**src/rtl/logic_func_sweeper.sv**
```systemverilog
// logic_func_sweeper: walks a 2^N_IN-entry input sweep through a combinational
// function under test, captures its truth table and scores it against EXP_TT.
// Optional build macro: STOP_ON_ERR_EN ends the sweep at the first mismatch.
module logic_func_sweeper #(
  parameter int unsigned                N_IN   = 3,
  parameter logic [(1 << N_IN)-1:0]     EXP_TT = 8'hF8,
  parameter int unsigned                SETTLE = 1
) (
  input  logic                      clk,
  input  logic                      rst_n,
  input  logic                      start,
  input  logic                      resp,
  output logic [N_IN-1:0]           stim,
  output logic                      busy,
  output logic                      done,
  output logic                      pass,
  output logic [N_IN:0]             err_count,
  output logic [N_IN-1:0]           first_err_idx,
  output logic [(1 << N_IN)-1:0]    captured_tt
);

  localparam int unsigned ERR_W = N_IN + 1;
  localparam int unsigned CNT_W = (SETTLE > 1) ? $clog2(SETTLE + 1) : 1;
  localparam logic [N_IN-1:0] LAST_IDX = {N_IN{1'b1}};

  typedef enum logic [2:0] {
    S_IDLE,
    S_DRIVE,
    S_WAIT,
    S_SAMPLE,
    S_FIN
  } state_t;

  state_t             state;
  state_t             next_state;
  logic [CNT_W-1:0]   settle_cnt;
  logic               mismatch_c;
  logic               last_c;

  assign mismatch_c = (resp != EXP_TT[stim]);
  assign last_c     = (stim == LAST_IDX);

  // State register
  always_ff @(posedge clk or negedge rst_n) begin
    if (!rst_n) state <= S_IDLE;
    else        state <= next_state;
  end

  // Next-state logic
  always_comb begin
    next_state = state;
    case (state)
      S_IDLE:   if (start) next_state = S_DRIVE;
      S_DRIVE:  next_state = (SETTLE > 0) ? S_WAIT : S_SAMPLE;
      S_WAIT:   if (settle_cnt <= CNT_W'(1)) next_state = S_SAMPLE;
      S_SAMPLE: begin
`ifdef STOP_ON_ERR_EN
        if (last_c || mismatch_c) next_state = S_FIN;
        else                      next_state = S_DRIVE;
`else
        if (last_c) next_state = S_FIN;
        else        next_state = S_DRIVE;
`endif
      end
      S_FIN:    next_state = S_IDLE;
      default:  next_state = S_IDLE;
    endcase
  end

  // Settle counter: loaded while a vector is first driven, counts down in WAIT
  always_ff @(posedge clk or negedge rst_n) begin
    if (!rst_n) begin
      settle_cnt <= '0;
    end else if (state == S_DRIVE) begin
      settle_cnt <= CNT_W'(SETTLE);
    end else if (state == S_WAIT) begin
      settle_cnt <= settle_cnt - CNT_W'(1);
    end
  end

  // Status flags registered from the upcoming state so they align with it
  always_ff @(posedge clk or negedge rst_n) begin
    if (!rst_n) begin
      busy <= 1'b0;
      done <= 1'b0;
    end else begin
      busy <= (next_state == S_DRIVE) || (next_state == S_WAIT) ||
              (next_state == S_SAMPLE);
      done <= (next_state == S_FIN);
    end
  end

  // Sweep datapath: vector index, capture, scoring and verdict
  always_ff @(posedge clk or negedge rst_n) begin
    if (!rst_n) begin
      stim          <= '0;
      pass          <= 1'b0;
      err_count     <= '0;
      first_err_idx <= '0;
      captured_tt   <= '0;
    end else begin
      case (state)
        S_IDLE: begin
          if (start) begin
            stim          <= '0;
            pass          <= 1'b0;
            err_count     <= '0;
            first_err_idx <= '0;
            captured_tt   <= '0;
          end
        end
        S_SAMPLE: begin
          captured_tt[stim] <= resp;
          if (mismatch_c) begin
            err_count <= err_count + ERR_W'(1);
            if (err_count == '0) first_err_idx <= stim;
          end
          if (next_state == S_DRIVE) stim <= stim + N_IN'(1);
        end
        S_FIN: begin
          pass <= (err_count == '0);
        end
        default: ;
      endcase
    end
  end

endmodule

```
**config.mk**
```make
export PLATFORM = sky130hd
export DESIGN_NAME = logic_func_sweeper
export DESIGN_NICKNAME = d
export VERILOG_FILES = /design/src/rtl/logic_func_sweeper.sv
export SDC_FILE = /design/constraint.sdc
export NUM_CORES = 1
export LEC_CHECK = 0
export ABC_AREA = 1
export BUFFER_PORTS_ARGS = -buffer_cell sky130_fd_sc_hd__buf_2
export CAP_MARGIN = 20
export CORE_MARGIN = 2
export CORE_UTILIZATION = 30
export DETAILED_ROUTE_END_ITERATION = 16
export PLACE_DENSITY = 0.59
export SLEW_MARGIN = 20
export SYNTH_ARGS = -nofsm -noshare
export SYNTH_HDL_FRONTEND = slang
export SYNTH_SLANG_ARGS = --single-unit
```
**constraint.sdc**
```tcl
create_clock -name clk -period 1.77 [get_ports clk]
set_input_delay 0.2655 -clock clk [delete_from_list [all_inputs] [get_ports clk]]
set_output_delay 0.2655 -clock clk [all_outputs]
set_load 0.05 [all_outputs]
```
# == Yosys cells after proc, flatten, opt, wreduce, memory -nomap -nowiden ==
# Memory sizes are Yosys's and may differ from the RTL's.
# Cells that the tools add are included.
# classes
mul,0
n_shift,0
n_addsub,3
order_cmp,3
bitwise_logic,0
div_mod_pow,0
n_reduce_logical,13
muxes,23
eq_ne,14
# op_table
operator,count
$mux 3,7
$pmux 8 s2,1
$eq 3x2->1 const B,4
$pmux 3 s2,2
$pmux 3 s4,1
$eq 3x3->1 const B,3
$bwmux 8,1
$mux 4,2
$mux 8,1
$ne 2x2->1 const B,4
$pmux 4 s2,1
$eq 3x1->1 const B,2
$reduce_and 3->1,2
$reduce_bool 2->1,3
$mux 1,5
$add 4x1->4 const B,1
$logic_not 4->1,1
$lt 3x4->1 const B,1
$reduce_and 2->1,2
$reduce_and 4->1,1
$add 3x1->3 const B,1
$demux 1 s3,1
$ge 3x1->1 const B,1
$logic_not 3->1,1
other kinds (6),7
# word_totals
latchBits,0
n_memories,1
romBits,8
output_inout_bits,21
ff_bits,25
ramBits,0
in_bits,4
wordCells,66
# memory_table
memory,depth,word_bits,read_ports,rd_clocked_by_memory_dff,wr,line_no,text
(name not given),8,1,1,0,0,40,assign mismatch_c = (resp != EXP_TT[stim]);

# == Depth between registers and ports, before layout ==
# logic_depth
ltp_word,6
depth_mapped,10
ltp_nobuf,10

# == Worst setup path after synthesis ==
# Ideal clock, no wire load.
# synth_path
path_kind,register to register
start,reg stim[1]
end,reg first_err_idx[2]
synth_period_minus_slack_ps,1736
setup_ps,66
slack_ps,34
t_required_ps,1704
arrival_ps,1669
stages_incl_launch_ff,11
path_buffers,0
path_cell_list,dfrtp_1 ha_1 inv_1 ha_1 inv_1 nand2_1 nand2_1 nand3_1 inv_1 nand2_1 nand2_1
# synth_between
elab_chain_cells,5
# synth_rtl
element,line_no,text
from (decl),13,"output logic [N_IN-1:0] stim,"
from (signal assigned),118,if (next_state == S_DRIVE) stim <= stim + N_IN'(1);
$mem_v2 8x1,-,
$mux 1 (implied by the code),40,
$ne 1x1->1,40,
$ne 2x2->1 (no source line),-,
$reduce_and 4->1 (no source line),-,
to (signal assigned),116,if (err_count == '0) first_err_idx <= stim;
to (decl),18,"output logic [N_IN-1:0] first_err_idx,"
# No other way between the ends. The select of a mux whose other input is x is not followed.
# A chain may end at the register's enable or synchronous reset.

# == Final worst setup path ==
# layout_path
start,reg stim[1]
end,reg first_err_idx[1]
# layout_between
elab_chain_cells,5
elab_cells_between_ends,8
classes_between,eq/ne: 2; mux: 4; reduce/logical: 1; memory: 1
# layout_rtl
element,line_no
$mem_v2 8x1,-
$mux 1 (implied by the code),40
$ne 1x1->1,40
$ne 2x2->1 (no source line),-
$reduce_and 4->1 (no source line),-
# Parallel ways exist; a longest one is shown, timed or not. The select of a mux whose other input is x is not followed.

==> run_results.csv <==
group,metric,value,unit
status,status,"complete, no violations",
cts,cts_max_level,1,
yosys,syn-mean-instance-area,7.91,sq um
pwr,ir_worst_vdd,0.597,mV
cts,ctsResizeCount,0,
grt,grt_pass1_vias,1001,
die,pin_count,25,
worst_setup_path,timing_worst_setup_path_type,"flip-flop to flip-flop",
cells_and_area,finalNetCount,190,
grt,grt_pass1_wl,4530,microns
cells_and_area,antenna_cells,0,
cts,path_clk_slew,0.09,ns
pwr,power_density,1730,mW/mm^2
yosys,synth.distinct_cells,18,
worst_setup_path,cp-end-kind,"flip-flop",
pwr,p_switching,1.29,mW
detailed_routing,drtIter0Drc,40,
pwr,power_frac_seq,33.2,%
die,core,0.00394,sq mm
detailed_routing,drtPass1Iterations,4,
yosys,syn_nets,163,
worst_setup_path,cp.required,1.97,ns
placement,io_buffer_count,24,
pwr,p_leak,0.806,nW
die,die_area,0.00458,sq mm
detailed_routing,num_vias,1040,
pwr,comb_power_share,51.9,%
timing,slew_violations,0,
timing,fin_skew,0.00811,ns
timing,max_freq,650,MHz
grt,grt_use_met2,20.6,%
cts,cts_tree,"done",
cts,numCtsBuffers,3,
timing,tightest_slew,0.549,ns
pwr,p_int,1.22,mW
pwr,clkPwrFrac,14.9,%
timing,finalHoldViolCount,0,
grt,grtUsageTotal,13.2,%
grt,grtUsageMet3,2.00,%
detailed_routing,viasPerCell,4.52,
placement,place.gp.congestion,0.795,
timing,setup-tns-final,0,ns
cells_and_area,final_common_cell,"nand2_1",
cells_and_area,drive_gt1_share,18.9,%
cts,insertion_delay,0.27,ns
cts,cts_sinks,24,
grt,grt_max_degree,25,
yosys,postSynthCellCount,154,
yosys,yosysWarnings,0,
pwr,swShare,51.3,%
die,core.rowCount,23,
detailed_routing,ant_nets,0,
min_path,worstHoldPathType,"input pin to flip-flop",
worst_setup_path,critPathLaunchType,"flip-flop",
timing,post-route-period-util,87.0,%
detailed_routing,drt-total-wl,2570,microns
die,start_util,30.9,%
die,dieWidth,67.7,microns
timing,fin_crit,1.54,ns
yosys,yosysSeqAreaShare,49.3,%
cells_and_area,fin_util,36.7,%
die,die_h,67.7,microns
flow_run,maxCapViolCount,0,
grt,antenna_found_initial,0,
timing,rsz0062_at_grt,"false",
grt,grt.busiest_layer,"met2",
grt,gr-total-overflow,0,
detailed_routing,drc_errors,0,
worst_setup_path,critPathArrivalTime,1.74,ns
cts,cts_root_buf,"clkbuf_8",
cells_and_area,final_cell_mix,"nand2_1, dfrtp_1, buf_2, nor2_1, nand3_1",
placement,dp_hpwl,1800,microns
yosys,synth_area,0.00122,sq mm
detailed_routing,routedWlPerCell,11.2,microns
yosys,synth_seq_cells,24,
cells_and_area,area_growth,18.8,%
grt,grt_use_met1,17.8,%
timing,holdWs,0.337,ns
cts,clock_path_buffers,2,
worst_setup_path,path_max_fanout,8,
timing,setup_violations,0,
timing,relSlewSlack,63.4,%
-- cell usage after synthesis --
master	instances	share of area [%]
a21oi_1	5	2.1
buf_2	3	1.2
buf_4	1	0.62
buf_6	1	0.92
dfrtp_1	24	49
ha_1	5	5.1
inv_1	17	5.2
inv_2	1	0.31
nand2_1	45	14
nand2_2	2	1.0
nand3_1	19	7.8
nand3b_1	1	0.62
nand4_1	4	2.1
nor2_1	19	5.9
nor2_4	1	0.92
o21ai_1	4	1.6
o31ai_1	1	0.62
xnor2_1	1	0.72
-- cell type report --
type / count / area, sq um
Clock buffer: 4 / 55.1
Fill cell: 420 / 2500
Multi-Input combinational cell: 107 / 515
Sequential cell: 24 / 601
Tap cell: 50 / 62.6
Timing Repair Buffer: 27 / 145
Inverter: 18 / 67.6
-- kinds of logic (layout without fill, tap and decap cells) --
group,Yosys count,in the layout,share of synthesized area (%)
compound gates,10,10,4.32
xor+xnor,1,1,0.720
buf+inv,23,49,8.32
fa+ha+maj,5,5,5.14
simple gates,91,91,32.2
flops,24,24,49.3
-- sequential cells by signal, indices dropped and copies added, names as in the netlist --
name           cells
captured_tt        8
err_count          4
first_err_idx      3
state              3
stim               3
busy               1
done               1
pass               1
-- stage by stage --
step / setup slack [ns] / total power [mW] / cell area [sq um] / instances
final: 0.231 / 2.51 / 1450 / 230
after global routing: 0.0648 / 2.71 / 1450 / 230
after CTS: 0.221 / 2.54 / 1450 / 230
after detailed placement: 0.248 / 2.15 / 1380 / 225
after global placement: 0.291 / 2.14 / 1380 / 225
after floorplan: 0.0343 / 1.87 / 1220 / 154
-- layer usage --
metal	share of wire, %	vias to the layer above
met1	50	482
met2	44	16
li1	-	540
met4	1.1	0
met5	0	-
met3	4.1	2
-- critical path, stage by stage (launching register included) --
cell,delay (ns)
dfrtp_1,0.47
ha_1,0.22
inv_1,0.05
ha_1,0.18
inv_1,0.05
nand2_1,0.05
nand2_1,0.07
nand3_1,0.14
inv_1,0.12
nand2_1,0.06
nand2_1,0.07
-- worst paths after layout --
kind	from	to	slack, ns	cells past startpoint
worst min register to register	first_err_idx[1]	first_err_idx[1]	0.51	2
worst min-delay path	resp	captured_tt[7]	0.34	3
worst max-delay path	stim[1]	first_err_idx[1]	0.23	10
max in group asynchronous	rst_n	state[1]	0.89	2
min in group asynchronous	rst_n	first_err_idx[0]	0.51	2
worst max register to register	stim[1]	first_err_idx[1]	0.23	10
-- power by group through the flow --
| stage | logic [mW] | registers, mW | clock network [mW] |
|---|---|---|---|
| after floorplan | 0.555 | 1.32 | 0 |
| after global placement | 1.30 | 0.843 | 0 |
| after detailed placement | 1.31 | 0.843 | 0 |
| after CTS | 1.31 | 0.833 | 0.391 |
| after global routing | 1.45 | 0.858 | 0.407 |
| final | 1.30 | 0.833 | 0.373 |
-- what timing repair did --
item,CTS,global route
hold buffers,1,0
buffers inserted,0,0
hold endpoints to repair,20,0
Power figures use the tool's default switching activity.
